`config.mk`:
```
export PLATFORM = sky130hd
export DESIGN_NAME = gate_test_sequencer
export DESIGN_NICKNAME = d
export VERILOG_FILES = /design/src/rtl/gate_test_pkg.sv /design/src/rtl/gate_truth_eval.sv /design/src/rtl/gate_test_sequencer.sv
export SDC_FILE = /design/constraint.sdc
export NUM_CORES = 1
export LEC_CHECK = 0
export BUFFER_PORTS_ARGS = -buffer_cell sky130_fd_sc_hd__buf_2
export CORE_ASPECT_RATIO = 1.25
export CORE_UTILIZATION = 45
export DETAILED_ROUTE_END_ITERATION = 16
export PLACE_DENSITY_LB_ADDON = 0.15
export SLEW_MARGIN = 20
export SYNTH_ARGS = -nofsm -noshare
export SYNTH_HDL_FRONTEND = slang
export SYNTH_SLANG_ARGS = --single-unit
```
`constraint.sdc`:
```
create_clock -name clk -period 2.3 [get_ports clk]
set_input_delay 0.115 -clock clk [delete_from_list [all_inputs] [get_ports clk]]
set_output_delay 0.115 -clock clk [all_outputs]
set_load 0.01 [all_outputs]
```
`src/rtl/gate_test_pkg.sv`:
```
// Shared definitions for the logic-gate IC test engine: function codes,
// sequencer states and the supported size limits.
package gate_test_pkg;

  localparam int MAX_GATES  = 8;
  localparam int MAX_INPUTS = 8;

  typedef enum logic [2:0] {
    FUNC_AND  = 3'd0,
    FUNC_OR   = 3'd1,
    FUNC_NAND = 3'd2,
    FUNC_NOR  = 3'd3,
    FUNC_XOR  = 3'd4,
    FUNC_XNOR = 3'd5,
    FUNC_NOT  = 3'd6,
    FUNC_RSVD = 3'd7
  } func_e;

  typedef enum logic [1:0] {
    ST_IDLE,
    ST_APPLY,
    ST_CHECK,
    ST_DONE
  } state_e;

endpackage

```
`src/rtl/gate_truth_eval.sv`:
```
// Expected output of one gate for the current input vector under the selected
// logic function. Shared by all gates since they all receive the same vector.
module gate_truth_eval
  import gate_test_pkg::*;
#(
  parameter int NUM_INPUTS = 2
) (
  input  logic [2:0]            func,
  input  logic [NUM_INPUTS-1:0] vec,
  output logic                  expected
);

  // NOT looks at bit 0 only; the reserved code never matches anything useful.
  always_comb begin
    expected = 1'b0;
    case (func)
      FUNC_AND:  expected = &vec;
      FUNC_OR:   expected = |vec;
      FUNC_NAND: expected = ~&vec;
      FUNC_NOR:  expected = ~|vec;
      FUNC_XOR:  expected = ^vec;
      FUNC_XNOR: expected = ~^vec;
      FUNC_NOT:  expected = ~vec[0];
      default:   expected = 1'b0;
    endcase
  end

endmodule

```
`src/rtl/gate_test_sequencer.sv`:
```
// Exhaustive input sweep over up to NUM_GATES identical gates, with a settle
// delay per vector, synchronised output compare and sticky per-gate results.
module gate_test_sequencer
  import gate_test_pkg::*;
#(
  parameter int NUM_GATES     = 4,
  parameter int NUM_INPUTS    = 2,
  parameter int SETTLE_CYCLES = 50000
) (
  input  logic                            clk,
  input  logic                            rst_n,
  input  logic                            start,
  input  logic                            abort,
  input  logic [2:0]                      func,
  input  logic [NUM_GATES-1:0]            gate_en,
  input  logic [NUM_GATES-1:0]            dut_out,
  output logic [NUM_GATES*NUM_INPUTS-1:0] stim,
  output logic                            busy,
  output logic                            done,
  output logic [NUM_GATES-1:0]            pass_vec,
  output logic [NUM_GATES-1:0]            fail_vec,
  output logic                            pass,
  output logic                            fail
);

  localparam int CNT_W = $clog2(SETTLE_CYCLES + 1);
  localparam int VEC_W = NUM_INPUTS + 1;

  state_e                state, state_next;
  logic                  launch;
  logic                  accept;
  logic [2:0]            func_q;
  logic [NUM_GATES-1:0]  en_q;
  logic [NUM_GATES-1:0]  sync1, sync2;
  logic [NUM_GATES-1:0]  fail_bits, fail_next, mismatch;
  logic [CNT_W-1:0]      settle_cnt;
  logic [VEC_W-1:0]      vec_idx, last_idx;
  logic [NUM_INPUTS-1:0] vec;
  logic                  settled, last_vec, expected, run_pass;

  // A start is taken only from a quiet IDLE; launch delays entry to APPLY by a cycle.
  assign accept   = (state == ST_IDLE) && start && !launch;
  assign settled  = (settle_cnt == CNT_W'(SETTLE_CYCLES - 1));
  assign last_idx = (func_q == FUNC_NOT) ? VEC_W'(1) : VEC_W'((1 << NUM_INPUTS) - 1);
  assign last_vec = (func_q == FUNC_RSVD) || (vec_idx == last_idx);
  assign vec      = vec_idx[NUM_INPUTS-1:0];

  gate_truth_eval #(.NUM_INPUTS(NUM_INPUTS)) u_truth (
    .func     (func_q),
    .vec      (vec),
    .expected (expected)
  );

  assign mismatch  = en_q & (sync2 ^ {NUM_GATES{expected}});
  assign fail_next = (func_q == FUNC_RSVD) ? en_q : (fail_bits | mismatch);
  assign run_pass  = (|en_q) && (fail_next == '0);

  always_ff @(posedge clk or negedge rst_n) begin
    if (!rst_n) state <= ST_IDLE;
    else        state <= state_next;
  end

  always_comb begin
    state_next = state;
    case (state)
      ST_IDLE:  if (launch) state_next = ST_APPLY;
      ST_APPLY: begin
        if (abort)        state_next = ST_IDLE;
        else if (settled) state_next = ST_CHECK;
      end
      ST_CHECK: begin
        if (abort)         state_next = ST_IDLE;
        else if (last_vec) state_next = ST_DONE;
        else               state_next = ST_APPLY;
      end
      ST_DONE:  state_next = ST_IDLE;
      default:  state_next = ST_IDLE;
    endcase
  end

  always_ff @(posedge clk or negedge rst_n) begin
    if (!rst_n) begin
      sync1      <= '0;
      sync2      <= '0;
      launch     <= 1'b0;
      func_q     <= '0;
      en_q       <= '0;
      fail_bits  <= '0;
      settle_cnt <= '0;
      vec_idx    <= '0;
      pass_vec   <= '0;
      fail_vec   <= '0;
      pass       <= 1'b0;
      fail       <= 1'b0;
    end else begin
      sync1      <= dut_out;
      sync2      <= sync1;
      launch     <= accept;
      settle_cnt <= (state == ST_APPLY && !settled) ? settle_cnt + CNT_W'(1) : '0;
      if (accept) begin
        func_q    <= func;
        en_q      <= gate_en;
        fail_bits <= '0;
        vec_idx   <= '0;
        pass_vec  <= '0;
        fail_vec  <= '0;
        pass      <= 1'b0;
        fail      <= 1'b0;
      end else if (state == ST_CHECK && !abort) begin
        fail_bits <= fail_next;
        vec_idx   <= vec_idx + VEC_W'(1);
        if (last_vec) begin
          pass_vec <= en_q & ~fail_next;
          fail_vec <= fail_next;
          pass     <= run_pass;
          fail     <= !run_pass;
        end
      end
    end
  end

  assign busy = (state == ST_APPLY) || (state == ST_CHECK);
  assign done = (state == ST_DONE);

  // Disabled gates and idle periods see all-zero drive.
  for (genvar g = 0; g < NUM_GATES; g++) begin : g_stim
    assign stim[g*NUM_INPUTS +: NUM_INPUTS] = (busy && en_q[g]) ? vec : '0;
  end

endmodule

```
# Yosys cells after proc, flatten, opt, wreduce, memory -nomap -nowiden
# Index checks and enable logic that the tools add are counted.
[word_totals]
wordCells = 94
regBits = 51
output_inout_bits = 20
[classes]
n_mux = 30
add_sub_neg = 2
eq_ne = 14
n_bitwise = 6
reduce_logical = 29
[op_table]
columns = ["operator", "n"]
rows = [
  ["$mux W4", 9],
  ["$mux W2", 10],
  ["$add A16 B1 Y16 const B", 1],
  ["$eq A16 B16 Y1 const B", 1],
  ["$mux W16", 1],
  ["$eq A3 B3 Y1 const B", 4],
  ["$logic_and A1 B1 Y1", 9],
  ["$and A4 B4 Y4", 2],
  ["$pmux W2 S4", 1],
  ["$pmux W1 S7", 1],
  ["$eq A3 B2 Y1 const B", 2],
  ["$logic_not A1 Y1", 6],
  ["$mux W1", 6],
  ["$mux W3", 2],
  ["$reduce_and A2 Y1", 3],
  ["$eq A2 B2 Y1 const B", 2],
  ["$logic_not A4 Y1", 1],
  ["$not A4 Y4", 1],
  ["$or A4 B4 Y4", 1],
  ["$reduce_bool A2 Y1", 2],
  ["$reduce_or A4 Y1", 1],
  ["$xor A4 B4 Y4", 1],
  ["$add A3 B1 Y3 const B", 1],
  ["$eq A3 B1 Y1 const B", 1],
  ["other kinds (11)", 12],
]

# Longest topological paths before layout
# Gate-level depths: netlist (run 1).
[logic_depth]
depth_word = 13
depth_mapped = 9

# Cells and area by module
# A second synthesis (run 1) with hierarchy kept.
[hier_totals]
cells_unflattened = 241
hier_area_um2 = 2463.6
[modules_own_cells]
columns = ["mod", "instances", "seq_area_each_um2", "area_each_um2", "cells_per_inst"]
rows = [
  ["gate_test_sequencer", 1, 1276.2, 2373.5, 229],
  ["gate_truth_eval", 1, 0.0, 90.1, 12],
]

# Least setup slack after synthesis (run 1)
# Ideal clock, no wire load.
[synth_timing]
path_type = "register -> register"
startpoint = "register vec_idx[0]"
endpoint = "register fail"
stages_incl_launch_ff = 10
arrival_time_ps = 2029
setup_slack_ps = 151
path_cell_list = "dfrtp_1 inv_1 ha_1 mux2_4 mux2i_2 o21ai_4 xnor2_1 a211oi_2 nand4_1 o211a_1"
[synth_via]
elab_chain_cells = 13
elab_cells_between_ends = 22
cone_classes = "1 x eq/ne; 5 x mux; 4 x bitwise; 12 x reduce/logical"
[synth_lines]
columns = ["item", "line_no", "text"]
rows = [
  ["start, declared", "gate_test_sequencer.sv:37", "logic [VEC_W-1:0] vec_idx, last_idx;"],
  ["start signal, assigned", "gate_test_sequencer.sv:111", "vec_idx <= vec_idx + VEC_W'(1);"],
  ["$reduce_or A2 Y1 / $reduce_and A2 Y1 (equally long branches)", "n/a", ""],
  ["$logic_not A1 Y1, on equally long branches", "gate_truth_eval.sv:20, gate_truth_eval.sv:19", ""],
  ["$pmux W1 S7", "gate_truth_eval.sv:16", "case (func)"],
  ["$xor A4 B4 Y4", "gate_test_sequencer.sv:54", "assign mismatch = en_q & (sync2 ^ {NUM_GATES{expected}});"],
  ["$and A4 B4 Y4", "gate_test_sequencer.sv:54", ""],
  ["$or A4 B4 Y4", "gate_test_sequencer.sv:55", "assign fail_next = (func_q == FUNC_RSVD) ? en_q : (fail_bits | mismatch);"],
  ["$mux W4", "gate_test_sequencer.sv:55", ""],
  ["$logic_not A4 Y1", "gate_test_sequencer.sv:56", "assign run_pass = (|en_q) && (fail_next == '0);"],
  ["$logic_and A1 B1 Y1", "gate_test_sequencer.sv:56", ""],
  ["$logic_not A1 Y1", "gate_test_sequencer.sv:116", "fail <= !run_pass;"],
  ["$mux W1", "gate_test_sequencer.sv:112", "if (last_vec) begin"],
  ["$mux W1", "gate_test_sequencer.sv:109", "end else if (state == ST_CHECK && !abort) begin"],
  ["$mux W1", "gate_test_sequencer.sv:100", "if (accept) begin"],
  ["end signal, assigned", "gate_test_sequencer.sv:116", ""],
  ["end, declared", "gate_test_sequencer.sv:23", "output logic fail"],
]
# Several ways; a longest one is shown, not always the timed one. The select of a mux whose other input is x is not followed.
# A chain may end at the register's enable or synchronous reset.

# Worst setup path in the final report (run 1)
[layout_timing]
startpoint = "register vec_idx[1]"
endpoint = "register fail"
# Same word-level chain as after synthesis.

==> run summary, run 1 <==
The fraction of final layout cells with drive strength greater than 1 was 0.206. The worst hold path begins at gate_en[1]. The max-slew headroom at the worst pin was 0.454.

After synthesis, the mean cell area works out to 9.83 um2. In this run the worst path has a maximum fanout of 5. The run gives 0.338 as the global-route met2 utilization.

The synthesized design contains 0 enable-type register cells. The number of failing hold endpoints at the final stage came out at 0. The y dimension of the die works out to 83.9 um. The switching fraction of total power is 0.383, and the number of rows in the core area is 29.

The post-route clock period utilization came out at 0.941. Area after detailed placement: 2700 um2. Synthesis handed over a netlist of 246 instances. Buffers placed on the I/O ports in this run total 34. The first global-routing pass estimated 8.35 mm of wire. Broken down by cell family, the worst path's largest delay share belongs to compound AO/OA/AOI/OAI gates. The portion of total power attributed to combinational logic is 0.363.

The synthesized flop and latch total works out to 51. The leading area contributor after synthesis is dfrtp_1. The effective utilization at floorplan was 0.472; the power spent charging and discharging nets was 0.00113 W.

The clock transition at the registers of the reported paths was 100 ps; the design internal power was 0.00183 W. The tools report the residual antenna-violating net count after detailed routing as 0. For the pin count of the biggest net entering global routing, the log shows 52. By startpoint and endpoint, the worst setup path is classified as reg2reg.

The run finished with clean final reports. The finished cells cover 2960 um2. Met1 demand-to-capacity share in global routing: 0.242. The critical path starts at vec_idx[1].

The layout overhead on the synthesized area is 22.4%, and the highest achievable clock rate is 462 MHz. The logs give 0.213 for the clock share of power and 0.528 for the portion of the post-synthesis area used by sequential elements. Across all setup checks in the final design, the least slack found is 137 ps.

The clock net sink count is 51. Setup repair after global routing left no endpoint under its margin. The layer flagged by global routing as most heavily used is met2. The number of clock buffers added by TritonCTS is 5.

The final wirelength came out at 5.01 mm. The worst min-delay path class was in2reg. The most used standard cell by instance count after synthesis was dfrtp_1. The tools report the worst flop-to-flop path startpoint as vec_idx[1]. The part of the power in registers was 0.424. The number of iterations in the first detailed-routing pass was 4; the sum of overflow across all layers after global routing was 0.

The tools report the count of final setup violators as 0. After synthesis, the cell types taking the most area are dfrtp_1 53%, nand2_1 7.0%, nor2_1 4.3%. For the total nets after synthesis, the log shows 269. The logs give 0.765 for the last weighted congestion value of the routability-driven placer and 0 for the antenna cell count.

The fraction of synthesis flops using an asynchronous set or reset pin is 1.00. The chip width is 67.6 um. The met3 global-route usage is 0.0383, and the number of global-route vias before repair is 1828. The commonest cells after synthesis are 51 x dfrtp_1, 45 x nand2_1, 28 x nor2_1. The area share of the largest cell type after synthesis was 0.528. Across all layers, the routed design uses 1859 vias. At the pin with the least slew margin, the transition time is 810 ps.

Largest stage delay on the critical path: 430 ps. Clock network latency to the later pin of the worst-skew pair: 310 ps. The completed layout was analyzed and its total power is 0.00296 W. The slowest stage of the critical path is the dfrtp_1 cell. The number of H-tree levels was 2; the data arrival time of the worst path was 2360 ps. The total count of max-transition violations in the final report was 0. The netlist uses 35 different library cells. The final critical-path required period came out at 2160 ps. The count of cells in the finished layout, fillers not included, comes to 363. The tools report the root cell of the clock tree as clkbuf_8. The dominant synthesized flop cell is dfrtp_1. The buffer and inverter count on the worst path came out at 1. The pre-CTS setup slack came out at -5.30 ps.

The first routing iteration left 78 violations. For the post-detailed-route DRC marker count, the log shows 0. The critical path goes through inv_1 > ha_4 > mux2_4 > mux2i_4 > o21ai_4 > xnor2_1 > a21oi_2 > nand4_1 > o211a_1. The worst setup path is captured at a flop.

The power density over the cells was 1000 nW/um2; the placeable core area was 5120 um2. TritonCTS built the clock tree. For the count of warnings emitted by yosys, the log shows 0. IR analysis of the VDD net gives a maximum drop of 0.444 mV. The average wire length per cell after detail routing is 13.8 um, and the die area is 5670 um2. In this run the static leakage power is 1.47 nW. The run gives 0.198 as the total track usage.

Clock skew on the completed layout was measured at 11.8 ps. Counting the fill cells in the layout gives 445. The boundary pin count came out at 35. The tools report the number of instances in the placed design as 343.

For this run, the post-layout net count is 323. No sink is reached through more buffers than the 2 on the longest clock path. Summing every instance area after synthesis gives 2420 um2. The post-detailed-route via-to-cell ratio was 5.12; the final design utilization was 0.578. The HPWL after detailed placement is 3.53 mm. STA classifies the critical path startpoint as a flop. The run gives 0 as the number of antenna violations at the first check in global routing. The reported max-cap violation count was 0. At the worst endpoint, the required time is 2500 ps.
## placed cells by master, fill, tap and decap left out, drive strengths merged
master and count:
a211oi 5, a21oi 15, a22oi 1, a31oi 2, and2 2, and3 15
buf 43, bufinv 1, clkbuf 5, clkinvlp 1, dfrtp 51, dlygate4sd3 11
ha 8, inv 9, mux2 2, mux2i 2, nand2 45, nand3 10
nand4 2, nand4b 1, nor2 28, nor2b 2, nor3 2, nor4 3
o211a 2, o211ai 1, o21ai 10, o221ai 1, or3 2, xnor2 11
xor2 8
## kinds of logic (layout without fill, tap and decap cells)
group,after synthesis,in the layout,share of synthesized area
compound gates,37,37,0.103
fa+ha+maj,8,8,0.0414
mux,4,4,0.0223
flops,51,51,0.528
buf+inv,15,70,0.0269
simple gates,112,112,0.210
xor+xnor,19,19,0.0688
## power by group through the flow
stage          combinational [W]  sequential (W)  clock, W
6_report                 0.00107         0.00126  0.000631
5_1_grt                  0.00121         0.00129  0.000683
4_1_cts                  0.00105         0.00126  0.000646
3_5_place_dp             0.00103         0.00127         0
3_3_place_gp             0.00101         0.00127         0
2_1_floorplan           0.000789         0.00119         0
## path summary, 6_finish.rpt
kind                                 endpoint  slack, ps  cells after the start
worst max-delay path                     fail        140                      9
worst min-delay path                  en_q[1]          8                      3
worst max register to register           fail        140                      9
worst min register to register       sync2[2]        360                      0
max in group asynchronous       settle_cnt[6]       1760                      3
min in group asynchronous          vec_idx[0]        310                      3
## through the flow
step	hold WS, ps	TNS, ps
floorplan	-181	0
global placement	129	0
detailed placement	124	-5.30
CTS	7.12	0
global route	17.9	0
finish	7.57	0
## per-layer routing
metal  routed length [um]  part of all wire
met1                 2210              0.44
met2                 2560              0.51
met3                  178             0.036
met4                   68             0.014
met5                    0                 0
## cell type report
cell class | instances | area (um2) | share of cell area
clock buffer | 5 | 68.8 | 0.0233
sequential | 51 | 1280 | 0.432
clock inverter | 3 | 46.3 | 0.0157
multi-input combinational | 180 | 1100 | 0.371
timing repair buffer | 54 | 360 | 0.122
inverter | 8 | 30.0 | 0.0102
tap | 62 | 77.6 | 0.0262
## tightest hold or removal path: cells and delay by family
| kind | cells | cell delay [ps] |
|---|---|---|
| simple gates | 1 | 40 |
| compound gates | 1 | 60 |
| buf+inv | 1 | 80 |
## sequential cells by signal (all words and copies together), names as in the netlist
signal	count
sync2	4
pass	1
en_q	4
func_q	3
settle_cnt	16
vec_idx	3
launch	1
sync1	4
fail	1
fail_bits	4
state	2
fail_vec	4
pass_vec	4
## what timing repair did
| action | in CTS | in global routing |
|---|---|---|
| setup buffers | 0 | 1 |
| endpoints found under the hold margin | 61 | 0 |
| pin swaps | 0 | 2 |
| hold buffers | 11 | 0 |
| gates resized for setup | 1 | 2 |
| setup endpoints to repair | 2 | 7 |
Note: power is estimated with default switching activity, not from simulation.
==> run 2, diff against run 1 <==
--- a/config.mk
+++ b/config.mk
@@ -6,8 +6,12 @@
 export NUM_CORES = 1
 export LEC_CHECK = 0
 export BUFFER_PORTS_ARGS = -buffer_cell sky130_fd_sc_hd__buf_2
+export CAP_MARGIN = 5
+export CELL_PAD_IN_SITES_DETAIL_PLACEMENT = 0
+export CELL_PAD_IN_SITES_GLOBAL_PLACEMENT = 2
 export CORE_ASPECT_RATIO = 1.25
-export CORE_UTILIZATION = 45
+export CORE_MARGIN = 2
+export CORE_UTILIZATION = 32
 export DETAILED_ROUTE_END_ITERATION = 16
 export PLACE_DENSITY_LB_ADDON = 0.15
 export SLEW_MARGIN = 20
==> run summary, run 2 (same netlist as run 1, synthesis figures left out) <==
For the pin count of the biggest net entering global routing, the log shows 28 (-46%). The library cells used most frequently in the layout, excluding fill and tap cells, are 51 x dfrtp_1, 45 x nand2_1, 34 x buf_2, 28 x nor2_1, 14 x and3_1. The run gives 1.47 nW (+0.14%) as the cell leakage power. The library cell used most frequently in the layout, excluding fill and tap cells, is dfrtp_1. Reported max-cap violation count: 0 (unchanged).

The power density over the cells works out to 982 nW/um2 (-1.9%). Clock network latency to the later pin of the worst-skew pair: 310 ps (about the same). The largest stage delay on the critical path is 420 ps (about the same). The max-slew headroom at the worst pin is 0.601 (+0.146), and the maximum VDD drop is 0.501 mV (+13%). The total count of max-transition violations in the final report was 0 (unchanged); the post-route clock period utilization was 0.931 (-0.00916).

The fraction of final layout cells with drive strength greater than 1 works out to 0.212 (+0.00594). Startpoint-to-endpoint class of the critical path: reg2reg. On the critical path the largest part of the delay comes from compound AO/OA/AOI/OAI gates. The tools report the nature of the critical path endpoint as a flop. The final standard cell area without fillers came out at 2980 um2 (+0.89%). For the clock net sink count, the log shows 51 (unchanged).

The area growth from synthesis to layout is 23.4%. The run gives 1280 um2 (about the same) as the sequential cell area. The root cell of the clock tree was clkbuf_8. The final critical-path required period came out at 2140 ps (-21.1 ps). Setup repair after global routing left no endpoint under its margin.

The global-route met2 utilization was 0.273 (-0.0651). Post-detailed-route DRC marker count: 0 (unchanged). The transition time at the pin with the least slew margin was 599 ps (-211 ps); the boundary pin count was 35 (unchanged). The critical path goes through inv_1 > ha_4 > mux2_4 > mux2i_4 > o21ai_4 > xnor2_1 > a211oi_2 > nand4_1 > o211a_1. The number of flip-flops under the largest register name works out to 16 (unchanged).

The total track usage is 0.156 (-0.0420), and the placeable core area is 7360 um2 (+44%). The y dimension of the die is 101 um (+21%). The last weighted congestion value of the routability-driven placer is 0.820 (+7.2%), and the chip width is 81.7 um (+21%).

The buffer levels on the longest clock path came out at 2 (unchanged). The count of buffers from port buffering was 34 (unchanged). The worst setup path is launched from a flop. The die area was 8270 um2 (+46%); the final design utilization was 0.406 (-0.173). Post-layout net count: 324 (+0.31%). For the area after detailed placement, the log shows 2750 um2 (+1.7%). TritonCTS built the clock tree.

The logs give 0 ps (unchanged) for the setup TNS and 1855 (-0.22%) for the total number of vias. The first-pass GRT wire length is 9.78 mm (+17%). For the number of H-tree levels, the log shows 2 (unchanged). settle_cnt holds more flip-flops than any other register. The number of failing hold endpoints at the final stage was 0 (unchanged); the residual antenna-violating net count after detailed routing was 0 (unchanged).

The run gives 1941 (+6.2%) as the number of global-route vias before repair. Worst-path maximum fanout: 4 (-1). The count of filler cells inserted in the layout was 750 (+69%); the antenna cell count was 0 (unchanged). The run finished with clean final reports.

The tools report the effective utilization at floorplan as 0.329 (-0.144). The average wire length per cell after detail routing came out at 14.8 um (+7.1%). The final wirelength was 5.83 mm (+16%). The area of combinational cells with multiple inputs is 1100 um2 (+0.34%). The count of final setup violators came out at 0 (unchanged). The worst clock skew came out at 12.2 ps (+0.353 ps).

Highest achievable clock rate: 467 MHz (+0.98%). The run gives 0.195 (-0.0470) as the met1 demand-to-capacity share in global routing. The sum of overflow across all layers after global routing is 0 (unchanged), and the post-detailed-route via-to-cell ratio is 4.71 (-8.1%). The worst hold path belongs to the class in2reg. The total CTS buffers came out at 5 (unchanged).

The logs give 35 (+21%) for the number of rows in the core area and 0 (unchanged) for the number of antenna violations at the first check in global routing. The post-layout total power is 0.00293 W (-1.0%). The run gives 2500 ps (about the same) as the required time of the critical path. The DRC marker count from the first detailed-route iteration was 57 (-27%); the data arrival time of the worst path was 2340 ps (-20 ps). The layer with the highest usage after global routing was met2. The number of iterations in the first detailed-routing pass is 4 (unchanged).

The slowest cell on the critical path was dfrtp_1. Clock transition at the registers of the reported paths: 90 ps (about the same). The half-perimeter wire length after detailed placement was 4.27 mm (+21%); the buffer and inverter count on the worst path was 1 (unchanged).

The met3 global-route usage came out at 0.0303 (-0.00795).
run 2: cell types whose count changed in the layout (fill, tap and decap cells not counted), sizes merged:
cell	change
bufinv	-1
clkinv	+1
buf	+2
clkbuf	+1
clkinvlp	-1
dlygate4sd3	-1
run 2: cell type report:
type                       count  share of cell area
clock inverter                 2             0.00461
inverter                       8              0.0101
tap                           92              0.0386
clock buffer                   6              0.0277
timing repair buffer          55               0.122
sequential                    51               0.428
multi-input combinational    180               0.369
run 2: worst reg2reg max path: cells and delay by family, from the launching register on:
| family | cells | cell delay, ps |
|---|---|---|
| compound gates | 3 | 520 |
| mux | 2 | 430 |
| flops | 1 | 420 |
| fa+ha+maj | 1 | 220 |
| xor+xnor | 1 | 170 |
| simple gates | 1 | 160 |
| buf+inv | 1 | 130 |
run 2: final timing paths:
path	from	end	slack, ps	cells past startpoint
min	func[0]	func_q[0]	10	3
max	vec_idx[0]	fail	160	9
min reg2reg	sync1[2]	sync2[2]	360	0
max in group asynchronous	rst_n	fail_vec[1]	1390	3
max reg2reg	vec_idx[0]	fail	160	9
min in group asynchronous	rst_n	pass_vec[3]	350	2
run 2: power by group:
group	leakage [nW]	switching, W	total [W]	internal (W)
logic	0.740	0.000649	0.00112	0.000473
clock network	0.0516	0.000308	0.000555	0.000247
registers	0.677	0.000213	0.00126	0.00104
run 2: layer usage:
| layer | up-vias | wire (um) | share of wire |
|---|---|---|---|
| li1 | 937 | - | - |
| met1 | 885 | 2580 | 0.44 |
| met2 | 29 | 3000 | 0.51 |
| met3 | 4 | 200 | 0.034 |
| met4 | 0 | 53 | 0.0091 |
| met5 | - | 0 | 0 |
run 2: through the flow:
stage	cells	setup WS [ps]	hold slack, ps
6_report	394	158	9.62
4_1_cts	392	17.0	2.87
3_3_place_gp	374	75.1	171
2_1_floorplan	246	151	-181
5_1_grt	394	43.5	11.3
3_5_place_dp	374	24.9	167
run 2: repair_timing:
action / 4_1_cts / 5_1_grt
resized for setup: 0 / 4
hold buffers: 10 / 0
buffers inserted: 0 / 2
endpoints found under the hold margin: 33 / 0
endpoints found under the setup margin: 0 / 5
